==> config.mk <==
export PLATFORM = sky130hd
export DESIGN_NAME = dvsdclaa_seq_1v8
export DESIGN_NICKNAME = d
export VERILOG_FILES = /design/src/rtl/dvsdclaa_seq_1v8.sv
export SDC_FILE = /design/constraint.sdc
export NUM_CORES = 1
export LEC_CHECK = 0
export CAP_MARGIN = 0
export CORE_MARGIN = 5
export CORE_UTILIZATION = 45
export DETAILED_ROUTE_END_ITERATION = 8
export PLACE_DENSITY_LB_ADDON = 0.08
export SETUP_SLACK_MARGIN = 0.02
export SLEW_MARGIN = 25
export SYNTH_ARGS = -nofsm -noshare
export SYNTH_HDL_FRONTEND = slang
export SYNTH_SLANG_ARGS = --single-unit
==> constraint.sdc <==
create_clock -name clk -period 7.1 [get_ports clk]
set_input_delay 0.71 -clock clk [delete_from_list [all_inputs] [get_ports clk]]
set_output_delay 0.71 -clock clk [all_outputs]
set_load 0.02 [all_outputs]
==> src/rtl/dvsdclaa_seq_1v8.sv <==
// Multi-cycle NIBBLES*4-bit adder reusing one 4-bit carry-lookahead slice, LSB nibble first.
// Optional subtract mode enabled by defining CLA_SEQ_SUB_EN.
`timescale 1ns/1ps
module dvsdclaa_seq_1v8 #(
    parameter int unsigned NIBBLES = 4
) (
    input  logic                   clk,
    input  logic                   rst,
    input  logic                   in_valid,
    output logic                   in_ready,
    input  logic [4*NIBBLES-1:0]   a,
    input  logic [4*NIBBLES-1:0]   b,
    input  logic                   cin,
`ifdef CLA_SEQ_SUB_EN
    input  logic                   sub,
`endif
    output logic                   out_valid,
    input  logic                   out_ready,
    output logic [4*NIBBLES-1:0]   sum,
    output logic                   cout
);

    localparam int unsigned IW = $clog2(NIBBLES);

    typedef enum logic [1:0] {IDLE, RUN, DONE} state_t;

    state_t                    state;
    logic [NIBBLES-1:0][3:0]   a_q;
    logic [NIBBLES-1:0][3:0]   b_q;
    logic [NIBBLES-1:0][3:0]   sum_q;
    logic                      c_q;
    logic [IW-1:0]             idx;
    logic                      in_ready_q;
    logic                      out_valid_q;

    logic [3:0] sa, sb, g, p, c, s;
    logic       co;

    // Single lookahead slice; carries are flattened generate/propagate terms.
    always_comb begin
        sa   = a_q[idx];
        sb   = b_q[idx];
        g    = sa & sb;
        p    = sa ^ sb;
        c[0] = c_q;
        c[1] = g[0] | (p[0] & c_q);
        c[2] = g[1] | (p[1] & g[0]) | (p[1] & p[0] & c_q);
        c[3] = g[2] | (p[2] & g[1]) | (p[2] & p[1] & g[0]) | (p[2] & p[1] & p[0] & c_q);
        co   = g[3] | (p[3] & g[2]) | (p[3] & p[2] & g[1]) | (p[3] & p[2] & p[1] & g[0])
             | (p[3] & p[2] & p[1] & p[0] & c_q);
        s    = p ^ c;
    end

    always_ff @(posedge clk or posedge rst) begin
        if (rst) begin
            state       <= IDLE;
            a_q         <= '0;
            b_q         <= '0;
            sum_q       <= '0;
            c_q         <= 1'b0;
            idx         <= '0;
            in_ready_q  <= 1'b1;
            out_valid_q <= 1'b0;
        end else begin
            case (state)
                IDLE: begin
                    if (in_valid) begin
                        a_q        <= a;
`ifdef CLA_SEQ_SUB_EN
                        b_q        <= sub ? ~b : b;
                        c_q        <= sub ? 1'b1 : cin;
`else
                        b_q        <= b;
                        c_q        <= cin;
`endif
                        idx        <= '0;
                        sum_q      <= '0;
                        in_ready_q <= 1'b0;
                        state      <= RUN;
                    end
                end
                RUN: begin
                    sum_q[idx] <= s;
                    c_q        <= co;
                    if (idx == IW'(NIBBLES - 1)) begin
                        out_valid_q <= 1'b1;
                        state       <= DONE;
                    end else begin
                        idx <= idx + IW'(1);
                    end
                end
                DONE: begin
                    if (out_ready) begin
                        out_valid_q <= 1'b0;
                        in_ready_q  <= 1'b1;
                        state       <= IDLE;
                    end
                end
                default: begin
                    state       <= IDLE;
                    in_ready_q  <= 1'b1;
                    out_valid_q <= 1'b0;
                end
            endcase
        end
    end

    assign in_ready  = in_ready_q;
    assign out_valid = out_valid_q;
    assign sum       = sum_q;
    assign cout      = c_q;

endmodule

# Word level (Yosys, flattened, before mapping)
# Index checks and enable logic that the tools add are counted.
[totals]
input_bits = 37
register_bits = 55
output_inout_bits = 19
wordCells = 91
[op_classes]
eq_ne = 7
n_mux = 24
reduce_logical = 9
addsub = 1
bitwise_logic = 31
magnitude_cmp = 2
[op_table]
columns = ["operator", "count"]
rows = [
  ["$pmux 16 s2", 1],
  ["$and 1x1->1", 16],
  ["$bmux 4 s2", 2],
  ["$bwmux 16", 1],
  ["$mux 16", 1],
  ["$mux 4", 3],
  ["$reduce_and 3->1", 4],
  ["$mux 2", 5],
  ["$or 1x1->1", 10],
  ["$demux 4 s2", 1],
  ["$ne 2x2->1 const B", 4],
  ["$xor 4x4->4", 2],
  ["$pmux 1 s3", 2],
  ["$pmux 2 s3", 1],
  ["$mux 1", 5],
  ["$and 4x4->4", 1],
  ["$eq 2x2->1 const B", 2],
  ["$pmux 2 s2", 1],
  ["$reduce_and 2->1", 2],
  ["$lt 2x3->1 const B", 1],
  ["$add 2x1->2 const B", 1],
  ["$eq 2x1->1 const B", 1],
  ["$ge 2x1->1 const B", 1],
  ["$logic_not 2->1", 1],
  ["other kinds (4)", 5],
]

# Logic depth before layout (Yosys ltp)
# Gate-level depths: netlist of run 1.
[depth]
ltp_word = 10
ltp_mapped = 7
ltp_nobuf = 6

# Worst setup path before layout of run 1
# OpenSTA, ideal clock, no wires.
[synth_path]
path_kind = "register to register"
from = "register idx[0]"
to = "register sum_q (netlist bit sum[11])"
required_ps = 6979
setup_ps = 121
synth_period_minus_slack_ps = 2278
path_buffers = 1
path_stages_with_launch = 8
slack_ps = 4822
t_arrival_ps = 2157
cell_sequence = "dfrtp_1 -> buf_4 -> mux4_2 -> ha_1 -> or3_1 -> o21ai_0 -> a211oi_2 -> a22o_1"
[synth_between]
elab_chain_cells = 10
elab_cells_between_ends = 22
cone_classes = "order compare (2); mux (8); bitwise (11); reduce/logical (1)"
[synth_lines]
columns = ["item", "line_no", "source"]
rows = [
  ["start: declaration", "32", "logic [IW-1:0] idx;"],
  ["start signal: assignment", "89", "idx <= idx + IW'(1);"],
  ["$bmux 4 s2, on equally long branches", "41, 42", ""],
  ["$mux 4, on equally long branches", "41, 42", ""],
  ["$xor 4x4->4 / $and 4x4->4 (equally long branches)", "44, 43", ""],
  ["$and 1x1->1", "48", "c[3] = g[2] | (p[2] & g[1]) | (p[2] & p[1] & g[0]) | (p[2] & p[1] & p[0] & c_q);"],
  ["$or 1x1->1 / $and 1x1->1 (equally long branches) (2 in a row)", "48", ""],
  ["$or 1x1->1", "48", ""],
  ["$xor 4x4->4", "51", "s = p ^ c;"],
  ["$bwmux 16 *", "83", "sum_q[idx] <= s;"],
  ["$pmux 16 s2 *", "65", "case (state)"],
  ["end signal: indexed assignment", "83", ""],
  ["end: declaration", "30", "logic [NIBBLES-1:0][3:0] sum_q;"],
]
# Every way passes the cells marked *; elsewhere a longest branch is shown, timed or not. The select of a mux whose other input is x is not followed.
# A chain may end at the register's enable or synchronous reset.

# Worst setup path after layout of run 1
[layout_path]
from = "register idx[0]"
to = "register sum_q (netlist bit sum[3])"
# The elaborated chain is that of the path after synthesis.

==> flow_summary.json, run 1 <==
{
  "p_clk_frac": 0.096,
  "wl_met1_um": 2198,
  "regArea_mm2": 0.001378,
  "cp_cell_sequence": "mux4_2 > ha_1 > a21o_1 > and4_1 > a211oi_2 > a22o_1",
  "postSynthCellCount": 183,
  "power.leakage_nw": 1.373,
  "syn_area_per_cell_um2": 14.13,
  "post_cts_buffers": 0,
  "yosysSeqAreaShare": 0.5329,
  "die-area_mm2": 0.007360,
  "synth-xor-area-share": 0.006776,
  "cts_tree": "yes",
  "endpoint_kind": "flip-flop",
  "post-place-ws_ns": 4.341,
  "core_mm2": 0.005540,
  "slew_violations": 0,
  "timing.fmax_ghz": 0.3633,
  "yosys.cell_types.count": 30,
  "maxCapViolations": 0,
  "vias": 1653,
  "cp.required_ns": 7.34,
  "post_cts_resized": 0,
  "setup_viol": 0,
  "drive_above_1_share": 0.2311,
  "max_stage_delay_ns": 0.74,
  "route.met2.wl_um": 2763,
  "setup_slack_ns": 4.348,
  "run_status": "finished, final reports clean",
  "min-delay-path-class": "flip-flop to flip-flop",
  "initial_core_util": 0.4666,
  "fin_skew_ns": 0.006757,
  "vdd_drop_max_v": 0.0002480,
  "netSwitchingFraction": 0.4065,
  "clk_path_buf_depth": 2,
  "final_common_cell": "clkdlybuf4s50_1",
  "num_antenna_cells": 0,
  "placed_cell_area_mm2": 0.003168,
  "rows": 27,
  "final_cell_mix": "clkdlybuf4s50_1 (55), dfrtp_1 (54), mux2_2 (33), a22o_1 (16), nand2_1 (10)",
  "met3_length_um": 268,
  "grt_start_max_net_pins": 56,
  "rsz0062_at_grt": "false",
  "top_layer": "met4",
  "muxShareOfSynthArea": 0.2135,
  "wl_um": 5327,
  "io_buffers": 55,
  "ys_warn_count": 0,
  "fin_area_mm2": 0.003248,
  "fin_setup_tns_ns": 0,
  "num-nets-final": 284,
  "cts.sinks": 55,
  "synthAdderAreaFrac": 0.05131,
  "io_pins": 56,
  "grt_pass1_vias": 1863,
  "grt_pass1_wl_um": 9039,
  "synth_top_family_by_area": "multiplexers",
  "hold_viol": 0,
  "syn_area_mm2": 0.002585,
  "grt_util_all_layers": 0.1559,
  "power_frac_seq": 0.337,
  "power_density_mw_per_mm2": 525.5,
  "power_frac_comb": 0.567,
  "ys_ff_latch": 55,
  "clk_pin_slew_ns": 0.09,
  "wl_per_cell_um": 17.18,
  "drt_iter0_markers": 87,
  "synthesis.nets": 230,
  "antenna_found_initial": 0,
  "fillers": 469,
  "cts_hold_buf": 0,
  "final_util": 0.5863,
  "area_growth_pct": 25.65,
  "slew_headroom": 0.5570,
  "hpwl_um": 3984,
  "via_per_inst": 5.332,
  "first_pass_iters": 7,
  "overflow": 0,
  "htreeDepth": 2,
  "internal-power_mw": 1.013,
  "ant_nets": 0,
  "place.gp.congestion": 0.8446,
  "cts_buffers": 5,
  "power_mw": 1.707,
  "period_needed_ns": 2.752,
  "crit_arrival_ns": 3.00,
  "synth_simple_gate_area_frac": 0.06341,
  "crit_path_start_kind": "flip-flop",
  "multi_input_area_mm2": 0.001125,
  "insertion_delay_ns": 0.30,
  "worst_pin_slew_ns": 0.6644,
  "synth-compound-area-share": 0.1002,
  "die_w_um": 85.79,
  "drcViolationCount": 0,
  "fin_crit_sh": 0.3876,
  "die_y_um": 85.79,
  "cts_root_buffer": "clkbuf_8",
  "slowest_stage": "dfrtp_1",
  "cp_max_fo": 12,
  "critPathKind": "flip-flop to flip-flop",
  "power.switching_mw": 0.6938
}
## final timing paths
kind / startpoint / to / slack (ns) / depth (start not counted)
worst max-delay path: idx[0] / sum[3] / 4.35 / 6
worst min-delay path: in_ready / in_ready / 0.46 / 2
worst max register to register: idx[0] / sum[3] / 4.35 / 6
worst min register to register: in_ready / in_ready / 0.46 / 2
max in group asynchronous: rst / a_q[2] / 5.79 / 2
min in group asynchronous: rst / sum[2] / 0.87 / 2
## power groups by stage
| stage | Combinational (mW) | Clock [mW] | Sequential (mW) |
|---|---|---|---|
| 6_report | 0.969 | 0.163 | 0.575 |
| 5_1_grt | 1.05 | 0.181 | 0.601 |
| 4_1_cts | 0.969 | 0.170 | 0.581 |
| 3_5_place_dp | 0.962 | 0 | 0.587 |
| 3_3_place_gp | 0.922 | 0 | 0.578 |
| 2_1_floorplan | 0.700 | 0 | 0.567 |
## cell type report
cell class | instances | share of cell area
clock buffers | 8 | 0.02465
inverters | 6 | 0.007704
multi-input cells | 114 | 0.3463
flip-flops and latches | 55 | 0.4241
well taps | 72 | 0.02773
repair buffers | 55 | 0.1695
## routing by layer
layer | vias up | track usage
li1 | 773 | -
met1 | 815 | 0.1909
met2 | 51 | 0.2691
met3 | 14 | 0.03650
met4 | 0 | 0.05468
met5 | - | 0
## state kept, by name, summed over array words and instances (netlist names)
register and cells:
a_q 16, in_ready 1, sum 16, b_q 16, idx 2, state 2
out_valid 1, cout 1
## per-stage QoR
stage | std cells | hold slack (ns)
CTS | 310 | 0.4653
finish | 310 | 0.4617
detailed placement | 302 | 0.4515
global placement | 302 | 0.4516
floorplan | 183 | 0.4751
global route | 310 | 0.4894
## cells by family (layout without fill, tap and decap cells)
group	count (synthesis)	after routing
DFF	55	55
muxes	41	41
AOI/OAI and AO/OA	33	33
and+or+nand+nor	28	28
buffers and inverters	14	69
adders and majority gates	10	10
xor gates and xnor gates	2	2
## worst max-delay path, delay by kind of cell, from the launching register on
family	cells	cell delay, ns
simple gates	1	0.20
mux	1	0.64
flops	1	0.74
compound gates	3	0.77
fa+ha+maj	1	0.35
## synthesized netlist by cell type
cell type	number	area, um^2
a211oi_2	1	12.51
a21o_1	2	15.01
a21oi_1	6	30.03
a22o_1	16	140.1
and2_1	3	18.77
and2_4	1	8.760
and4_1	1	8.760
buf_4	6	45.04
buf_6	1	11.26
clkbuf_1	1	3.750
dfrtp_1	54	1351
dfstp_2	1	26.28
fa_1	1	20.02
ha_1	9	112.6
inv_1	6	22.52
mux2_2	33	371.6
mux4_2	8	180.2
nand2_1	10	37.54
nand2b_1	1	6.260
nand2b_4	1	13.76
nor2_1	5	18.77
nor2_2	3	18.77
nor2_8	1	20.02
nor2b_1	1	6.260
o2111ai_1	1	8.760
o21ai_0	2	10.01
o21bai_1	1	7.510
o2bb2ai_1	4	35.03
or3_1	1	6.260
xnor2_1	2	17.52
Note: power is estimated with default switching activity, not from simulation.
==> run 2, diff against run 1 <==
==> constraint.sdc (replaced) <==
create_clock -name clk -period 2.62 [get_ports clk]
set_input_delay 0.262 -clock clk [delete_from_list [all_inputs] [get_ports clk]]
set_output_delay 0.262 -clock clk [all_outputs]
set_load 0.02 [all_outputs]
==> flow_summary.json, run 2 (synthesis results as in run 1) <==
{
  "critPathKind": "flip-flop to flip-flop",
  "io_buffers": 55,
  "grt_pass1_wl_um": 8907,
  "r2r-start": "idx[0]",
  "rows": 27,
  "initial_core_util": 0.4666,
  "hpwl_um": 4010,
  "post_cts_resized": 0,
  "ant_nets": 0,
  "final_util": 0.5969,
  "final_common_cell": "clkdlybuf4s50_1",
  "vdd_drop_max_v": 0.0005180,
  "antenna_found_initial": 0,
  "post_cts_buffers": 0,
  "power_frac_comb": 0.575,
  "crit_path_start_kind": "flip-flop",
  "cts_hold_buf": 0,
  "clk_path_buf_depth": 2,
  "die-area_mm2": 0.007360,
  "crit_arrival_ns": 2.65,
  "fin_setup_tns_ns": 0,
  "place.gp.congestion": 0.8755,
  "drt_iter0_markers": 81,
  "run_status": "finished, final reports clean",
  "area_growth_pct": 27.93,
  "crit_end": "sum[14]",
  "cp_max_fo": 12,
  "whs_ns": 0.3251,
  "insertion_delay_ns": 0.31,
  "cts.sinks": 55,
  "io_pins": 56,
  "fin_crit_sh": 0.9145,
  "die_w_um": 85.79,
  "power.leakage_nw": 1.401,
  "power_frac_seq": 0.325,
  "reg2reg_depth": 7,
  "crit_start": "idx[0]",
  "internal-power_mw": 2.782,
  "overflow": 0,
  "endpoint_kind": "flip-flop",
  "power.switching_mw": 1.863,
  "hold_viol": 0,
  "cts_buffers": 5,
  "drcViolationCount": 0,
  "wl_per_cell_um": 16.62,
  "die_y_um": 85.79,
  "drive_above_1_share": 0.2531,
  "power_mw": 4.645,
  "r2r-end": "sum[14]",
  "worst_pin_slew_ns": 0.6405,
  "htreeDepth": 2,
  "num_antenna_cells": 0,
  "rsz0062_at_grt": "false",
  "rrSetupSlack_ns": 0.22,
  "grt_pass1_vias": 1820,
  "cts_root_buffer": "clkbuf_8",
  "via_per_inst": 5.272,
  "netSwitchingFraction": 0.4011,
  "core_mm2": 0.005540,
  "p_clk_frac": 0.101,
  "cts_tree": "yes",
  "clk_pin_slew_ns": 0.11,
  "vias": 1650,
  "min-delay-path-class": "primary input to asynchronous set/reset pin",
  "fin_skew_ns": 0.01441,
  "first_pass_iters": 4,
  "grt_start_max_net_pins": 38,
  "final_cell_mix": "clkdlybuf4s50_1 (55), dfrtp_1 (54), mux2_2 (33), a22o_1 (16), nand2_1 (10)",
  "grt_util_all_layers": 0.1526,
  "setup_viol": 0,
  "slew_headroom": 0.5721,
  "slew_violations": 0,
  "period_needed_ns": 2.396,
  "placed_cell_area_mm2": 0.003213,
  "wl_um": 5201,
  "fin_area_mm2": 0.003307,
  "timing.fmax_ghz": 0.4174,
  "power_density_mw_per_mm2": 1405,
  "cp.required_ns": 2.88,
  "num-nets-final": 287,
  "maxCapViolations": 0
}
## run 2: cell types whose count changed in the layout (fill, tap and decap cells not counted)
cell        previous run  this run
clkinv_4               0         2
clkinvlp_4             0         1
buf_12                 0         2
buf_4                  0         1
inv_4                  1         0
inv_2                  0         1
clkbuf_1               3         0
## run 2: layout make-up
class	count	area (um^2)
clock buffers	5	68.82
flip-flops and latches	55	1378
multi-input cells	114	1125
inverters	6	22.52
repair buffers	58	598.1
clock inverters	3	25.02
well taps	72	90.09
fillers	454	2233
## run 2: through the flow
stage,setup slack [ns],cells
final,0.2240,313
after global routing,0.1210,313
after CTS,0.2106,313
after detailed placement,0.2092,305
after global placement,0.2820,305
after floorplan,0.3425,183
## run 2: how the worst min path moves through the flow
| stage | to | start | depth (start not counted) | slack [ns] |
|---|---|---|---|---|
| after detailed placement | in_ready | in_ready | 2 | 0.47 |
| after global routing | sum[0] | rst | 2 | 0.38 |
| final | sum[0] | rst | 2 | 0.33 |
| after global placement | in_ready | in_ready | 2 | 0.45 |
| after CTS | sum[4] | rst | 2 | 0.34 |
| after floorplan | a_q[0] | a[0] | 1 | 0.41 |
## run 2: critical path, cell delays in order (launching register included)
cell and delay (ns):
dfrtp_1 0.38, buf_12 0.16, mux4_2 0.57, ha_1 0.33, a21o_1 0.12, a21oi_1 0.07
xnor2_1 0.48, a22o_1 0.22
## run 2: layer usage
metal,part of all wire,up-vias,GRT usage
met5,0,-,0
met4,0.0073,0,0.03453
met3,0.040,4,0.03458
met2,0.52,35,0.2620
met1,0.43,831,0.1971
li1,-,780,-
## run 2: power by group through the flow
| stage | Sequential, mW | Combinational [mW] | Clock, mW |
|---|---|---|---|
| floorplan | 1.54 | 1.90 | 0 |
| global placement | 1.53 | 2.60 | 0 |
| detailed placement | 1.53 | 2.69 | 0 |
| CTS | 1.52 | 2.70 | 0.486 |
| global route | 1.57 | 2.93 | 0.508 |
| finish | 1.51 | 2.67 | 0.468 |
==> run 3, diff against run 2 <==
--- a/config.mk
+++ b/config.mk
@@ -8,6 +8,7 @@
 export CAP_MARGIN = 0
 export CORE_MARGIN = 5
 export CORE_UTILIZATION = 45
+export CTS_CLUSTER_DIAMETER = 80
 export DETAILED_ROUTE_END_ITERATION = 8
 export PLACE_DENSITY_LB_ADDON = 0.08
 export SETUP_SLACK_MARGIN = 0.02
@@ -15,3 +16,4 @@
 export SYNTH_ARGS = -nofsm -noshare
 export SYNTH_HDL_FRONTEND = slang
 export SYNTH_SLANG_ARGS = --single-unit
+export TNS_END_PERCENT = 20
==> results of run 3 <==
No change in the layout: final DEF, timing and power equal those of run 2.
